--- config.mk ---
export PLATFORM = sky130hd
export DESIGN_NAME = bus_port
export DESIGN_NICKNAME = d
export VERILOG_FILES = /design/src/rtl/mbesm_bus_pkg.sv /design/src/rtl/bus_watchdog.sv /design/src/rtl/bus_port.sv
export SDC_FILE = /design/constraint.sdc
export NUM_CORES = 1
export LEC_CHECK = 0
export BUFFER_PORTS_ARGS = -buffer_cell sky130_fd_sc_hd__buf_2
export CORE_UTILIZATION = 56
export DETAILED_ROUTE_END_ITERATION = 7
export PLACE_DENSITY = 0.86
export SYNTH_ARGS = -nofsm -noshare
export SYNTH_HDL_FRONTEND = slang
export SYNTH_HIERARCHICAL = 1
export SYNTH_SLANG_ARGS = --single-unit
--- constraint.sdc ---
create_clock -name clk -period 4.24 [get_ports clk]
set_clock_uncertainty 0.2 [all_clocks]
set_input_delay 0.212 -clock clk [delete_from_list [all_inputs] [get_ports clk]]
set_output_delay 0.212 -clock clk [all_outputs]
set_load 0.02 [all_outputs]
--- src/rtl/mbesm_bus_pkg.sv ---
// rtl/mbesm_bus_pkg.sv - shared busio register, bus FSM and arbiter opcode definitions
//
// Purpose: types and constants shared by bus_port, bus_watchdog and the bus arbiter.
// Ports: none (package).
package mbesm_bus_pkg;

  // busio register index, also used by the arbiter's arx field
  typedef enum logic [1:0] {
    ADDR  = 2'd0,
    CMD   = 2'd1,
    WDATA = 2'd2,
    RDATA = 2'd3
  } reg_index_e;

  typedef enum logic [1:0] {
    IDLE    = 2'd0,
    RD_WAIT = 2'd1,
    WR_WAIT = 2'd2,
    ABORT   = 2'd3
  } bus_state_e;

  // arbiter opcodes that end up as rd/wr strobes on this port
  localparam logic [3:0] DRD = 4'd9;
  localparam logic [3:0] DWR = 4'd10;

endpackage

--- src/rtl/bus_watchdog.sv ---
// rtl/bus_watchdog.sv - wait-cycle counter that flags an expired memory request
//
// Purpose: counts cycles spent waiting on mem_ready; o_expire marks the last allowed one.
// Ports:
//   clk       in  clock, rising edge
//   reset     in  synchronous, active-high reset
//   i_clr     in  restart count at zero (transaction launch)
//   i_en      in  a wait cycle is in progress
//   o_expire  out this wait cycle is number TIMEOUT
module bus_watchdog #(
  parameter int TIMEOUT = 255
) (
  input  logic clk,
  input  logic reset,
  input  logic i_clr,
  input  logic i_en,
  output logic o_expire
);

  localparam int W = $clog2(TIMEOUT + 1);
  localparam logic [W-1:0] LAST = W'(TIMEOUT - 1);

  logic [W-1:0] r_count;

  always_ff @(posedge clk) begin
    if (reset || i_clr) begin
      r_count <= '0;
    end else if (i_en && !o_expire) begin
      r_count <= r_count + 1'b1;
    end
  end

  assign o_expire = i_en && (r_count == LAST);

endmodule

--- src/rtl/bus_port.sv ---
// rtl/bus_port.sv - busio register file and single-word external memory engine
//
// Purpose: holds ADDR/CMD/WDATA/RDATA, turns arbiter strobes into valid/ready
// memory transactions, returns read data in RDATA, reports busy/err/tmo.
// Ports:
//   clk, reset                      clock / synchronous active-high reset
//   i_cpu_we/sel/wdata, o_cpu_rdata CPU register access (read is combinational)
//   i_arx, i_ecx, i_wrx             arbiter register index, enable, load-from-memory
//   i_astb, i_rd, i_wr              address strobe, read and write requests
//   i_err_clr                       clears err and tmo
//   o_busy, o_err, o_tmo            status
//   o_mem_*/i_mem_*                 external memory request/response
module bus_port
  import mbesm_bus_pkg::*;
#(
  parameter int DW      = 64,
  parameter int AW      = 20,
  parameter int TIMEOUT = 255
) (
  input  logic          clk,
  input  logic          reset,
  input  logic          i_cpu_we,
  input  logic [1:0]    i_cpu_sel,
  input  logic [DW-1:0] i_cpu_wdata,
  output logic [DW-1:0] o_cpu_rdata,
  input  logic [1:0]    i_arx,
  input  logic          i_ecx,
  input  logic          i_wrx,
  input  logic          i_astb,
  input  logic          i_rd,
  input  logic          i_wr,
  input  logic          i_err_clr,
  output logic          o_busy,
  output logic          o_err,
  output logic          o_tmo,
  output logic          o_mem_valid,
  output logic          o_mem_we,
  output logic [AW-1:0] o_mem_addr,
  output logic [DW-1:0] o_mem_wdata,
  input  logic          i_mem_ready,
  input  logic [DW-1:0] i_mem_rdata
);

  logic [DW-1:0] r_rg [0:3];
  logic [AW-1:0] r_addr;
  logic [DW-1:0] r_wdata;
  logic          r_rd_d;
  logic          r_wr_d;
  logic          r_op_we;
  logic          r_err;
  logic          r_tmo;
  bus_state_e    r_state;
  bus_state_e    w_next;

  logic w_idle, w_wait, w_expire;
  logic w_rd_edge, w_wr_edge;
  logic w_rd_ok, w_wr_ok, w_launch_rd, w_launch_wr;
  logic w_err_set, w_tmo_set, w_rd_done;

  assign w_idle = (r_state == IDLE);
  assign w_wait = (r_state == RD_WAIT) || (r_state == WR_WAIT);

  // Only rising edges launch, so a held rd/wr cannot start a second transaction.
  assign w_rd_edge = i_rd && !r_rd_d;
  assign w_wr_edge = i_wr && !r_wr_d;

  assign w_rd_ok = i_rd && !i_wr && i_ecx && i_wrx && (i_arx == RDATA) && !i_astb;
  assign w_wr_ok = i_wr && !i_rd && i_ecx && !i_wrx && (i_arx == WDATA) && !i_astb;

  assign w_launch_rd = w_idle && w_rd_edge && w_rd_ok;
  assign w_launch_wr = w_idle && w_wr_edge && w_wr_ok;

  // Every edge that does not launch is illegal: bad combination or port busy.
  assign w_err_set = (w_rd_edge || w_wr_edge) && !(w_launch_rd || w_launch_wr);
  assign w_tmo_set = w_wait && !i_mem_ready && w_expire;
  assign w_rd_done = (r_state == RD_WAIT) && i_mem_ready;

  bus_watchdog #(.TIMEOUT(TIMEOUT)) u_watchdog (
    .clk      (clk),
    .reset    (reset),
    .i_clr    (w_launch_rd || w_launch_wr),
    .i_en     (w_wait),
    .o_expire (w_expire)
  );

  always_ff @(posedge clk) begin
    if (reset) r_state <= IDLE;
    else       r_state <= w_next;
  end

  always_comb begin
    w_next = r_state;
    case (r_state)
      IDLE: begin
        if (w_launch_rd)      w_next = RD_WAIT;
        else if (w_launch_wr) w_next = WR_WAIT;
      end
      RD_WAIT, WR_WAIT: begin
        if (i_mem_ready)   w_next = IDLE;
        else if (w_expire) w_next = ABORT;
      end
      default: w_next = IDLE;
    endcase
  end

  always_ff @(posedge clk) begin
    if (reset) begin
      for (int k = 0; k < 4; k++) r_rg[k] <= '0;
    end else begin
      if (i_cpu_we) r_rg[i_cpu_sel] <= i_cpu_wdata;
      // memory completion overrides a same-cycle CPU write to RDATA
      if (w_rd_done) r_rg[RDATA] <= i_mem_rdata;
      else if (r_state == ABORT && !r_op_we) r_rg[RDATA] <= '1;
    end
  end

  always_ff @(posedge clk) begin
    if (reset) begin
      r_addr  <= '0;
      r_wdata <= '0;
      r_op_we <= 1'b0;
      r_rd_d  <= 1'b0;
      r_wr_d  <= 1'b0;
      r_err   <= 1'b0;
      r_tmo   <= 1'b0;
    end else begin
      r_rd_d <= i_rd;
      r_wr_d <= i_wr;
      // Latch frozen while busy so the in-flight address stays stable;
      // a same-cycle CPU write to ADDR is forwarded into the latch.
      if (w_idle && i_astb && i_ecx && (i_arx == ADDR)) begin
        r_addr <= (i_cpu_we && (i_cpu_sel == ADDR)) ? i_cpu_wdata[AW-1:0]
                                                    : r_rg[ADDR][AW-1:0];
      end
      if (w_launch_wr) r_wdata <= r_rg[WDATA];
      if (w_launch_rd)      r_op_we <= 1'b0;
      else if (w_launch_wr) r_op_we <= 1'b1;
      r_err <= (r_err && !i_err_clr) || w_err_set;
      r_tmo <= (r_tmo && !i_err_clr) || w_tmo_set;
    end
  end

  assign o_cpu_rdata = r_rg[i_cpu_sel];
  assign o_busy      = !w_idle;
  assign o_err       = r_err;
  assign o_tmo       = r_tmo;
  assign o_mem_valid = w_wait;
  assign o_mem_we    = (r_state == WR_WAIT);
  assign o_mem_addr  = r_addr;
  assign o_mem_wdata = r_wdata;

endmodule

==> qor.txt <==
layout cells sized above 1 = 0.289
maximum vdd ir drop = 0.330 mV
CTS sink cnt = 355
Yosys top cell by area = edfxtp_1
Iter 0 DRT Violations = 1,320
initial antenna violation count = 3
antenna viol nets, final = 0
DRT Pass-1 Iters = 7
Slew @ Worst Pin = 1.18 ns
Max Transition Viols Final = 0
All-Layer GR Usage = 0.332
cells on worst reg2reg path = 7
DR vias = 12,000
RSZ-0062 raised after global routing = false
CTS H-Tree Depth = 2
status = finished, violations left
Residual DRC = 2
post-CTS setup buffer count = 0
GRT overflow = 0
crit end category = flip-flop
Fin Setup TNS = 0 ns
net switching power = 1.98 mW
Buf/Inv on CP = 3
vias in the first global route = 12,600
CP endpoint = r_rg[3][10]
Die Height = 169 um
CP max stage delay = 0.73 ns
Final Critical Period = 3.27 ns
Skew-Pair Late Insertion Delay = 0.50 ns
Reg-to-Reg Start = r_state[1]
WL final = 47,100 um
chip width = 169 um
Detail Placement HPWL = 25,200 um
slowest stage cell, crit path = nor2_4
gpl congestion = 0.859
final instance area = 20,200 um^2
hold crit path type = primary input to flip-flop
maxcap violations = 0
R2R Path End = r_rg[3][10]
Cell Area, Placed = 17,100 um^2
Syn Nets = 1,263
Ys Warns = 6
synthesized area per cell = 13.9 um^2
delay-heaviest family, CP = buffers and inverters
# setup viols final = 0
synthesized area = 15,500 um^2
Worst-path clk slew = 0.06 ns
num ports = 295
Hold Fails Final Rpt = 0
TritonCTS Buffers = 37
part of the power in registers = 0.494
top-area cell type share of the netlist area = 0.495
ys async rst share = 0
FF-to-FF setup slack = 0.97 ns
largest cells by area after synthesis = edfxtp_1 (50%), dfxtp_1 (13%), mux4_2 (9.3%)
Starting Density = 0.573
switch share = 0.242
Required @ worst endpoint = 4.41 ns
WL per Instance = 24.0 um
Leakage = 7.95 nW
Max clock buf depth = 3
post-synthesis cell count = 1,114
worst hold slack = 0.0472 ns
combinational share of power = 0.117
clock share of power = 0.389
Top FF cell, synth = edfxtp_1
Crit Path Max Fanout = 35
Worst slew margin = 0.217
die area = 28,400 um^2
row cnt = 60
Core Box Area = 27,100 um^2
Final WS setup = 0.969 ns
failing checks = DRC
Worst Setup Path Type = flip-flop to flip-flop
Synth Register Bits = 355
Post-synth EDFFs = 256
CTS tree = built
CP Depth = 7
Tcrit/Tclk final = 0.771
crit path from = r_state[1]
global-route wire length before repair = 70,600 um
commonest non-fill, non-tap cell in the layout = buf_2
fin util = 0.744
final net count = 1,710
Root Buffer = clkbuf_16
register area share after synthesis = 0.623
commonest cells after routing, fill and taps aside = buf_2 (291), edfxtp_1 (256), and2_1 (193), dlygate4sd3_1 (189), nand2_1 (137)
pre-CTS setup slack = 1.46 ns
largest net degree at the start of global routing = 65
Pint = 6.20 mW
area grow syn2layout = 29.9%
total power per unit cell area = 405 nW/um^2
Critical Path Source Type = flip-flop
Unique masters post-synth = 48
critical path data arrival time = 3.44 ns
PortBufs = 294
worst path cell trace = inv_1 -> ha_1 -> nand2_1 -> nor2_4 -> buf_4 -> a221o_1 -> dlygate4sd3_1
highest clock rate = 0.306 GHz
vias per cell = 6.13
[synthesized netlist by cell type (4+ instances only)]
| cell type | count |
|---|---|
| edfxtp_1 | 256 |
| and2_1 | 193 |
| nand2_1 | 137 |
| dfxtp_1 | 99 |
| a21oi_1 | 69 |
| a221o_1 | 64 |
| mux4_2 | 64 |
| clkbuf_1 | 36 |
| nor2_1 | 26 |
| buf_6 | 25 |
| buf_2 | 23 |
| mux2i_1 | 23 |
| a211oi_2 | 19 |
| ha_1 | 7 |
| nand3_1 | 7 |
| nor2b_1 | 7 |
| inv_1 | 5 |
| nand2b_1 | 5 |
| a31oi_1 | 4 |
| and3_1 | 4 |
[sequential cells by signal, summed over array words and instances, names as in the netlist]
name                cells
r_rg                  256
o_mem_wdata            64
o_mem_addr             20
u_watchdog/r_count      8
r_state                 2
o_err                   1
o_tmo                   1
r_op_we                 1
r_rd_d                  1
r_wr_d                  1
[worst min-delay path by stage]
stage,cells after the start,slack (ns),to,start
after global placement,2,0.24,o_mem_wdata[1],o_mem_wdata[1]
after floorplan,1,0.14,r_rd_d,i_rd
final,2,0.05,o_mem_wdata[58],reset
after global routing,2,0.06,o_mem_wdata[63],reset
after detailed placement,2,0.24,o_mem_wdata[37],o_mem_wdata[37]
after CTS,2,0.02,o_mem_wdata[58],reset
[per-stage QoR]
step / cells / power, mW
after global routing: 1962 / 8.37
after floorplan: 1114 / 4.58
after CTS: 1959 / 8.12
after detailed placement: 1705 / 4.91
final: 1964 / 8.18
after global placement: 1705 / 4.88
[power groups by stage]
stage	registers (mW)	logic [mW]	clock network, mW
finish	4.04	0.961	3.18
CTS	4.03	0.934	3.16
floorplan	4.06	0.511	0
global placement	4.09	0.799	0
detailed placement	4.09	0.815	0
global route	4.05	1.01	3.32
[cell type report]
class | count | area, um^2
Sequential cell | 355 | 9670
Fill cell | 1611 | 6930
Multi-Input combinational cell | 666 | 5340
Timing Repair Buffer | 496 | 3510
Clock buffer | 50 | 1010
Tap cell | 372 | 465
Clock inverter | 15 | 148
Inverter | 5 | 18.8
Antenna cell | 5 | 12.5
[per-layer routing]
metal	vias up	part of all wire	wire length, um	global-route usage
met2	901	0.49	23000	0.554
met4	0	0.057	2680	0.200
met5	-	0	0	0
met3	205	0.093	4390	0.0570
li1	5049	-	-	-
met1	5882	0.36	17000	0.408
[logic make-up (layout without fill, tap and decap cells)]
logic type      count (synthesis)  count (layout)  share of synthesized area
compound gates                172             172                     0.0882
flops                         355             355                      0.623
mux                            87              87                      0.108
simple gates                  400             400                      0.139
fa+ha+maj                       7               7                    0.00564
buf+inv                        93             566                     0.0368
other cells                     0               5                          0
[worst reg2reg max path, delay by kind of cell (launching register included)]
kind | cells | cell delay (ns)
buf+inv | 3 | 1.27
flops | 1 | 0.35
compound gates | 1 | 0.30
fa+ha+maj | 1 | 0.19
simple gates | 2 | 0.83
[what timing repair did]
action                     CTS  global route
resized for setup            0             0
hold buffers               189             0
setup endpoints to repair    0             0
hold endpoints to repair   276             0
Power figures use the tool's default switching activity.
